## config.mk

```make
export PLATFORM = sky130hd
export DESIGN_NAME = step_cmd_gen
export DESIGN_NICKNAME = d
export VERILOG_FILES = /design/src/rtl/step_cmd_gen.sv
export SDC_FILE = /design/constraint.sdc
export NUM_CORES = 1
export LEC_CHECK = 0
export BUFFER_PORTS_ARGS = -buffer_cell sky130_fd_sc_hd__buf_4
export CAP_MARGIN = 10
export CORE_MARGIN = 1.5
export CORE_UTILIZATION = 41
export CTS_CLUSTER_DIAMETER = 80
export DETAILED_ROUTE_END_ITERATION = 10
export SYNTH_ARGS = -nofsm -noshare
export SYNTH_HDL_FRONTEND = slang
export SYNTH_SLANG_ARGS = --single-unit
```

## constraint.sdc

```tcl
create_clock -name clk -period 3.9 [get_ports clk]
set_input_delay 0.78 -clock clk [delete_from_list [all_inputs] [get_ports clk]]
set_output_delay 0.78 -clock clk [all_outputs]
set_load 0.01 [all_outputs]
```

## src/rtl/step_cmd_gen.sv

```systemverilog
// step_cmd_gen: debounced push-button front end for the 8-bit up/down counter.
// Three raw buttons are synchronised and debounced, and each accepted press
// becomes one single-cycle step strobe with stable dir/clr levels around it.
// Optional feature macro: STEP_AUTOREPEAT_EN (auto-repeat while up or down is
// held). With the macro undefined, exactly one step is issued per press.
module step_cmd_gen #(
  parameter int DEBOUNCE_CYCLES = 16,
  parameter int REPEAT_DELAY    = 5000,
  parameter int REPEAT_PERIOD   = 1000
) (
  input  logic clk,
  input  logic reset,
  input  logic btn_up,
  input  logic btn_down,
  input  logic btn_clr,
  output logic step,
  output logic dir,
  output logic clr,
  output logic busy
);

  localparam logic [15:0] DEB_MAX = 16'(DEBOUNCE_CYCLES);

  typedef enum logic [2:0] {
    IDLE = 3'd0,
    QUAL = 3'd1,
    ARM  = 3'd2,
    FIRE = 3'd3,
    HOLD = 3'd4
  } state_t;

  state_t      state_r;
  state_t      state_s;
  logic [2:0]  sync1_r;     // first synchroniser stage, {clr, up, down}
  logic [2:0]  vec_r;       // synchronised button vector, {clr, up, down}
  logic [15:0] stable_r;    // cycles the synchronised vector has been unchanged
  logic        stable_s;
  logic        dir_r;
  logic        clr_r;
  logic        cmd_ok_r;    // qualified vector decoded to a real command
  logic        step_r;
  logic        busy_r;
  logic        dec_ok_s;
  logic        dec_dir_s;
  logic        dec_clr_s;
  logic        rep_fire_s;

  assign stable_s = (stable_r == DEB_MAX);

  // Two-flop synchroniser for each raw button.
  always_ff @(posedge clk) begin
    if (reset) begin
      sync1_r <= 3'b000;
      vec_r   <= 3'b000;
    end else begin
      sync1_r <= {btn_clr, btn_up, btn_down};
      vec_r   <= sync1_r;
    end
  end

  // Shared stable counter: restarts when the vector is about to change,
  // otherwise counts up and saturates at the debounce length.
  always_ff @(posedge clk) begin
    if (reset) begin
      stable_r <= 16'd0;
    end else if (sync1_r != vec_r) begin
      stable_r <= 16'd0;
    end else if (stable_r != DEB_MAX) begin
      stable_r <= stable_r + 16'd1;
    end else begin
      stable_r <= stable_r;
    end
  end

  // Decode the qualified vector: clear wins, then a lone up or lone down.
  always_comb begin
    dec_ok_s  = 1'b0;
    dec_dir_s = dir_r;
    dec_clr_s = clr_r;
    if (vec_r[2]) begin
      dec_ok_s  = 1'b1;
      dec_dir_s = 1'b0;
      dec_clr_s = 1'b1;
    end else if (vec_r[1:0] == 2'b10) begin
      dec_ok_s  = 1'b1;
      dec_dir_s = 1'b0;
      dec_clr_s = 1'b0;
    end else if (vec_r[1:0] == 2'b01) begin
      dec_ok_s  = 1'b1;
      dec_dir_s = 1'b1;
      dec_clr_s = 1'b0;
    end else begin
      dec_ok_s  = 1'b0;
      dec_dir_s = dir_r;
      dec_clr_s = clr_r;
    end
  end

  // Press-handling state register.
  always_ff @(posedge clk) begin
    if (reset) begin
      state_r <= IDLE;
    end else begin
      state_r <= state_s;
    end
  end

  // Next-state logic.
  always_comb begin
    state_s = state_r;
    case (state_r)
      IDLE: begin
        if (vec_r != 3'b000) begin
          state_s = QUAL;
        end else begin
          state_s = IDLE;
        end
      end
      QUAL: begin
        if (vec_r == 3'b000) begin
          state_s = IDLE;
        end else if (stable_s) begin
          state_s = ARM;
        end else begin
          state_s = QUAL;
        end
      end
      ARM: begin
        if (cmd_ok_r) begin
          state_s = FIRE;
        end else begin
          state_s = HOLD;
        end
      end
      FIRE: begin
        state_s = HOLD;
      end
      HOLD: begin
        if ((vec_r == 3'b000) && stable_s) begin
          state_s = IDLE;
        end else if (rep_fire_s) begin
          state_s = FIRE;
        end else begin
          state_s = HOLD;
        end
      end
      default: begin
        state_s = IDLE;
      end
    endcase
  end

  // Latch dir/clr on entry to ARM so they are stable a full cycle before step.
  always_ff @(posedge clk) begin
    if (reset) begin
      dir_r    <= 1'b0;
      clr_r    <= 1'b0;
      cmd_ok_r <= 1'b0;
    end else if ((state_r == QUAL) && (state_s == ARM)) begin
      dir_r    <= dec_dir_s;
      clr_r    <= dec_clr_s;
      cmd_ok_r <= dec_ok_s;
    end else begin
      dir_r    <= dir_r;
      clr_r    <= clr_r;
      cmd_ok_r <= cmd_ok_r;
    end
  end

  // Registered strobe and busy flag, both driven from the next state.
  always_ff @(posedge clk) begin
    if (reset) begin
      step_r <= 1'b0;
      busy_r <= 1'b0;
    end else begin
      step_r <= (state_s == FIRE);
      busy_r <= (state_s != IDLE);
    end
  end

`ifdef STEP_AUTOREPEAT_EN
  localparam logic [15:0] DELAY_M1  = 16'(REPEAT_DELAY - 1);
  localparam logic [15:0] PERIOD_M1 = 16'(REPEAT_PERIOD - 1);

  logic [15:0] rpt_r;        // cycles since the most recent FIRE
  logic        rpt_ok_r;     // repeats still allowed for this press
  logic        rpt_first_r;  // next repeat is the first one (uses the delay)
  logic [2:0]  rpt_match_s;
  logic [15:0] rpt_limit_s;

  // Repeat condition: the same single up/down button still held and the
  // interval since the last FIRE has elapsed.
  always_comb begin
    rpt_match_s = dir_r ? 3'b001 : 3'b010;
    rpt_limit_s = rpt_first_r ? DELAY_M1 : PERIOD_M1;
    if (rpt_ok_r && (vec_r == rpt_match_s) && (rpt_r == rpt_limit_s)) begin
      rep_fire_s = 1'b1;
    end else begin
      rep_fire_s = 1'b0;
    end
  end

  // Repeat counter: armed by a non-clear command, killed by any other vector.
  always_ff @(posedge clk) begin
    if (reset) begin
      rpt_r       <= 16'd0;
      rpt_ok_r    <= 1'b0;
      rpt_first_r <= 1'b0;
    end else if ((state_r == QUAL) && (state_s == ARM)) begin
      rpt_r       <= 16'd0;
      rpt_ok_r    <= dec_ok_s & ~dec_clr_s;
      rpt_first_r <= 1'b1;
    end else if (state_r == FIRE) begin
      rpt_r <= 16'd1;
    end else if (state_r == HOLD) begin
      if (state_s == FIRE) begin
        rpt_first_r <= 1'b0;
      end else if (rpt_ok_r && (vec_r == rpt_match_s)) begin
        rpt_r <= rpt_r + 16'd1;
      end else begin
        rpt_ok_r <= 1'b0;
      end
    end else begin
      rpt_r <= rpt_r;
    end
  end
`else
  logic unused_cfg_s;
  assign rep_fire_s   = 1'b0;
  assign unused_cfg_s = ^{32'(REPEAT_DELAY), 32'(REPEAT_PERIOD)};
`endif

  assign step = step_r;
  assign dir  = dir_r;
  assign clr  = clr_r;
  assign busy = busy_r;

endmodule

```

==> impl_metrics.json, run 1 <==
{
  "place_congestion": 0.773,
  "cts_tree": "built",
  "yosys-top-cells-count": "30 x dfxtp_1, 13 x nor2_1, 9 x nand2_1",
  "synth_area_leader_cell": "dfxtp_1",
  "grt_pass1_wl_mm": 4.27,
  "worstPathRequired_ns": 4.17,
  "rows": 20,
  "worst_slack_ns": 1.79,
  "antenna_found_initial": 0,
  "synth-main-ff-cell": "dfxtp_1",
  "syn_to_final_growth_pct": 12.1,
  "post_cts_resized": 0,
  "cpPeakStageDelay_ns": 0.78,
  "clkPwrFrac_pct": 36.0,
  "pre_cts_slack_ns": 1.43,
  "holdCritPathClass": "register to register",
  "worst_ir_drop_vdd_mv": 0.229,
  "ios": 9,
  "overflow": 0,
  "ys_ff_latch": 30,
  "syn_area_um2": 1330,
  "num_antenna_cells": 0,
  "arrival_ns": 2.38,
  "synth_async_sr_flop_share_pct": 0,
  "cts.path.max_buffers": 2,
  "crit_type": "input pin to register",
  "drt-total-wl_mm": 2.34,
  "cts_buffers": 5,
  "p_per_area_nw_per_um2": 361,
  "drive_gt1_share_pct": 10.8,
  "fin_util_pct": 48.5,
  "crit_fanout": 15,
  "grt_max_degree": 16,
  "die_w_um": 60.0,
  "leakage_nw": 0.546,
  "finalCritPeriodShare_pct": 54.1,
  "ys_warn_count": 0,
  "synth_top_area_share_pct": 45.1,
  "cp_common_cell": "or4_1",
  "finalNetCount": 166,
  "start_kind": "input pin",
  "slew_viol_final": 0,
  "rsz0062_at_grt": "false",
  "finalHoldViolCount": 0,
  "syn_area_per_cell_um2": 9.19,
  "min_period_ns": 2.11,
  "relSlewSlack_pct": 68.3,
  "yosysMostFrequentCell": "dfxtp_1",
  "finalSetupViolCount": 0,
  "synthTopCellsByArea": "dfxtp_1 45%, ha_1 4.7%, xor2_1 4.6%, nor2_1 3.7%, nor2b_1 3.3%",
  "drv_cap": 0,
  "switching_share_pct": 23.7,
  "port_buffers": 8,
  "wl_per_cell_um": 11.6,
  "synthCells": 145,
  "crit_path_end_kind": "register",
  "path_delay_family": "simple AND/OR/NAND/NOR gates",
  "synth_nets": 155,
  "placed_cells_incl_taps": 193,
  "final_antenna_net_count": 0,
  "critPathSlowestCell": "or4_1",
  "grt_pass1_vias": 1032,
  "core_um2": 3080,
  "vias": 1078,
  "p_sw_mw": 0.128,
  "viasPerCell": 5.36,
  "p_seq_share_pct": 58.6,
  "synth_edf_count": 0,
  "drtIter0Drc": 42,
  "start_util_pct": 43.3,
  "path_buf_inv": 1,
  "outcome": "completed",
  "remaining_drc_errors": 0,
  "insertion_delay_ns": 0.32,
  "placed_cell_area_um2": 1430,
  "worst_pin_slew_ns": 0.476,
  "synth-seq-area-share_pct": 45.1,
  "p_int_mw": 0.411,
  "htree_levels": 2,
  "post_cts_buffers": 0,
  "dp_hpwl_mm": 1.71,
  "synth.distinct_cells": 38,
  "clk_pin_slew_ns": 0.10,
  "finalInstanceArea_um2": 1490,
  "pwr-share-comb_pct": 5.4,
  "final_cell_count_no_fill": 201,
  "skew_ns": 0.00615,
  "die_h_um": 60.0,
  "clock-sinks": 30,
  "fin_tns_setup_ns": 0,
  "grt_usage_pct": 15.8,
  "ctsHoldBuffers": 0,
  "dieArea_um2": 3600,
  "ctsRootBufferMaster": "clkbuf_4",
  "crit_chain": "buf_4 -> or4_1 -> or4_1 -> nand2_1",
  "dr.pass1.iters": 4,
  "fillers": 305,
  "max_freq_ghz": 0.474
}
## worst reg2reg max path, delay by kind of cell (launching register included)
family	cells	cell delay, ns
xor gates and xnor gates	1	0.18
DFF	1	0.37
and+or+nand+nor	3	1.42
## cell families (layout without fill, tap and decap cells)
logic type / count (synthesis) / count (layout) / share of synthesized area [%]
adders and majority gates: 5 / 5 / 4.69
and+or+nand+nor: 65 / 65 / 27.0
buffers and inverters: 11 / 23 / 3.29
muxes: 1 / 1 / 0.751
DFF: 30 / 30 / 45.1
xor gates and xnor gates: 12 / 12 / 7.89
AOI/OAI and AO/OA: 21 / 21 / 11.3
## sequential cells by signal (all words and copies together) (netlist names)
name,flops
vec_r,3
state_r,3
sync1_r,3
dir,1
stable_r,16
step,1
busy,1
cmd_ok_r,1
clr,1
## stage by stage
stage	hold slack [ns]	power, mW
floorplan	0.444	0.344
global placement	0.459	0.352
detailed placement	0.460	0.352
CTS	0.479	0.547
global route	0.500	0.567
finish	0.478	0.539
## per-layer routing
metal  up-vias  part of all wire [%]  GRT usage [%]
li1        539                     -              -
met1       498                    46           18.2
met2        32                    47           26.2
met3         9                   5.0           4.55
met4         0                   2.1           8.25
met5         -                     0              0
## final timing paths
| path | slack (ns) | endpoint | start | cells after the start |
|---|---|---|---|---|
| max | 1.79 | stable_r[9] | reset | 4 |
| min | 0.48 | clr | clr | 2 |
| min reg2reg | 0.48 | clr | clr | 2 |
| max reg2reg | 1.88 | stable_r[9] | vec_r[2] | 4 |
## placed cells by master (no fill, tap or decap), types with 2 or more instances in the layout
master / instances
inv_1: 7
dfxtp_1: 30
nor4_1: 6
and4_1: 3
nand3_1: 6
nand2_1: 9
nand2b_1: 3
ha_1: 5
clkbuf_4: 5
buf_4: 8
a21oi_1: 5
nor2b_1: 7
xor2_1: 7
nor3b_1: 2
xnor2_1: 5
nand4_1: 4
o21ai_0: 4
nor2_1: 13
nor3_1: 3
or3_1: 3
or4_1: 2
## layout make-up
cell class | count | area (um^2) | share of cell area (%)
Sequential cell | 30 | 601 | 40.2
Timing Repair Buffer | 8 | 60.1 | 4.02
Inverter | 7 | 26.3 | 1.76
Clock buffer | 6 | 51.3 | 3.43
Multi-Input combinational cell | 104 | 688 | 46.1
Clock inverter | 2 | 12.5 | 0.838
Tap cell | 44 | 55.1 | 3.69
## power groups by stage
stage / Sequential (mW) / Combinational, mW / Clock, mW
global route: 0.317 / 0.0335 / 0.216
finish: 0.316 / 0.0291 / 0.194
floorplan: 0.323 / 0.0210 / 0
detailed placement: 0.323 / 0.0292 / 0
CTS: 0.316 / 0.0294 / 0.202
global placement: 0.323 / 0.0285 / 0
No activity file was read; power rests on OpenSTA's default activity.
==> run 2: changes to the inputs <==
- ABC_AREA: not set -> 1
- clock period: 3.9 -> 2.05 ns (I/O delays scaled with it)
==> run 2 against run 1 <==
Sequential share of layout area is 5.8 points lower. Critical endpoint is now stable_r[10]. Global-route usage up 1.1 points. Critical path depth grew 3. Largest power group is now the clock network.
==> impl_metrics.json, run 2 <==
{
  "finalCritPeriodShare_pct": 72.3,
  "port_buffers": 8,
  "drv_cap": 0,
  "finalNetCount": 227,
  "ctsHoldBuffers": 0,
  "max_freq_ghz": 0.675,
  "synthCells": 203,
  "arrival_ns": 1.65,
  "yosys-top-cells-count": "31 x nor2_1, 30 x dfxtp_1, 29 x inv_1, 29 x nand2_1, 16 x a21oi_1",
  "reg2reg_depth": 7,
  "yosysMostFrequentCell": "nor2_1",
  "die_h_um": 63.9,
  "min_period_ns": 1.48,
  "core_um2": 3440,
  "rsz0062_at_grt": "false",
  "regToRegSetupSlack_ns": 0.57,
  "dr.pass1.iters": 4,
  "cts_buffers": 5,
  "r2r-end": "stable_r[10]",
  "start_kind": "register",
  "drive_gt1_share_pct": 17.5,
  "final_common_cell": "nor2_1",
  "grt_max_degree": 15,
  "grt_pass1_wl_mm": 5.25,
  "skew_ns": 0.0124,
  "post_cts_resized": 0,
  "grt_usage_pct": 16.9,
  "post_cts_buffers": 0,
  "crit_path_end_kind": "register",
  "antenna_found_initial": 0,
  "worst_pin_slew_ns": 0.434,
  "htree_levels": 2,
  "finalHoldViolCount": 0,
  "crit_fanout": 5,
  "synth_async_sr_flop_share_pct": 0,
  "synth_nets": 213,
  "finalSetupViolCount": 0,
  "vias": 1314,
  "dp_hpwl_mm": 2.36,
  "pre_cts_slack_ns": 0.578,
  "worst_ir_drop_vdd_mv": 0.463,
  "fillers": 327,
  "relSlewSlack_pct": 70.8,
  "p_per_area_nw_per_um2": 736,
  "clk_pin_slew_ns": 0.07,
  "synth.distinct_cells": 30,
  "min_from": "btn_clr",
  "holdCritPathClass": "input pin to register",
  "leakage_nw": 0.708,
  "clock-sinks": 30,
  "num_antenna_cells": 0,
  "synth_edf_count": 0,
  "insertion_delay_ns": 0.29,
  "worstPathRequired_ns": 2.22,
  "syn_area_um2": 1520,
  "largest_register_ffs": 16,
  "hold_depth": 3,
  "fin_tns_setup_ns": 0,
  "mostFrequentLayoutCells": "31 x nor2_1, 30 x dfxtp_1, 29 x inv_1, 29 x nand2_1, 16 x a21oi_1",
  "overflow": 0,
  "syn_to_final_growth_pct": 14.9,
  "rows": 21,
  "cts.path.max_buffers": 2,
  "min_to": "sync1_r[2]",
  "die_w_um": 63.9,
  "cts_tree": "built",
  "synth_top_area_share_pct": 39.5,
  "ys_ff_latch": 30,
  "ctsRootBufferMaster": "clkbuf_8",
  "remaining_drc_errors": 0,
  "syn_area_per_cell_um2": 7.49,
  "r2r-start": "stable_r[0]",
  "drt-total-wl_mm": 3.05,
  "synthTopCellsByArea": "dfxtp_1 40%, nor2_1 7.7%, inv_1 7.2%, nand2_1 7.2%, a21oi_1 5.3%",
  "wl_per_cell_um": 11.6,
  "ys_warn_count": 0,
  "start_util_pct": 44.2,
  "ios": 9,
  "synth-seq-area-share_pct": 39.5,
  "synth-main-ff-cell": "dfxtp_1",
  "worst_slack_ns": 0.568,
  "drtIter0Drc": 58,
  "viasPerCell": 5.00,
  "final_antenna_net_count": 0,
  "place_congestion": 0.787,
  "outcome": "completed",
  "slew_viol_final": 0,
  "top_register": "stable_r",
  "synth_area_leader_cell": "dfxtp_1",
  "grt_pass1_vias": 1243,
  "dieArea_um2": 4080,
  "crit_type": "register to register"
}
## run 2: changes by cell type after synthesis, moves of 4 or more
cell     delta
inv_1      +22
nand2_1    +20
nor2_1     +18
a21oi_1    +11
nor2b_1     -7
nor4_1      -6
o21ai_1     +6
xor2_1      -6
xnor2_1     -5
nor3_1      +4
## run 2: final cells by class
class / count / area (um^2) / share of cell area (%)
clock inverters: 1 / 30.0 / 1.72
well taps: 46 / 57.6 / 3.30
repair buffers: 8 / 60.1 / 3.44
multi-input cells: 138 / 786 / 45.0
flip-flops and latches: 30 / 601 / 34.4
clock buffers: 6 / 82.6 / 4.73
inverters: 34 / 130 / 7.45
## run 2: routing by layer
layer,global-route usage (%),wire length [um],vias to the layer above
li1,-,-,683
met1,16.8,1280,605
met3,4.93,121,7
met5,0,0,-
met4,8.97,55,0
met2,31.1,1600,19
## run 2: worst max path at each step
stage	from	endpoint	slack, ns	cells past startpoint
2_1_floorplan	stable_r[0]	stable_r[10]	0.70	7
3_3_place_gp	stable_r[0]	stable_r[10]	0.60	7
3_5_place_dp	stable_r[0]	stable_r[10]	0.58	7
4_1_cts	stable_r[0]	stable_r[10]	0.57	7
5_1_grt	stable_r[0]	stable_r[10]	0.40	7
6_report	stable_r[0]	stable_r[10]	0.57	7
## run 2: report_power, final
| group | internal [mW] | switching (mW) |
|---|---|---|
| Clock | 0.388 | 0.218 |
| Combinational | 0.0288 | 0.0485 |
| Sequential | 0.594 | 0.00911 |
## run 2: worst max-delay path: stages, from the launching register on
cell and delay (ns):
dfxtp_1 0.41, ha_1 0.21, inv_1 0.07, nor3_2 0.24
and2_1 0.20, nand2_1 0.08, o21ai_1 0.11, a21oi_1 0.04
## run 2: logic make-up (layout without fill, tap and decap cells)
| kind of cell | Yosys count | in the layout | share of synthesized area, % |
|---|---|---|---|
| xor gates and xnor gates | 1 | 1 | 0.576 |
| AOI/OAI and AO/OA | 31 | 31 | 10.8 |
| buffers and inverters | 35 | 49 | 8.81 |
| and+or+nand+nor | 101 | 101 | 36.2 |
| DFF | 30 | 30 | 39.5 |
| adders and majority gates | 5 | 5 | 4.12 |
## run 2: stage by stage
| step | total power, mW | hold slack, ns | util [%] | std cells | instance area (um^2) |
|---|---|---|---|---|---|
| floorplan | 0.670 | 0.417 | - | 203 | 1520 |
| global placement | 0.691 | 0.437 | 47.5 | 256 | 1630 |
| detailed placement | 0.694 | 0.448 | 47.5 | 256 | 1630 |
| CTS | 1.30 | 0.323 | 50.7 | 263 | 1750 |
| global route | 1.33 | 0.335 | 50.7 | 263 | 1750 |
| finish | 1.29 | 0.326 | 50.7 | 263 | 1750 |
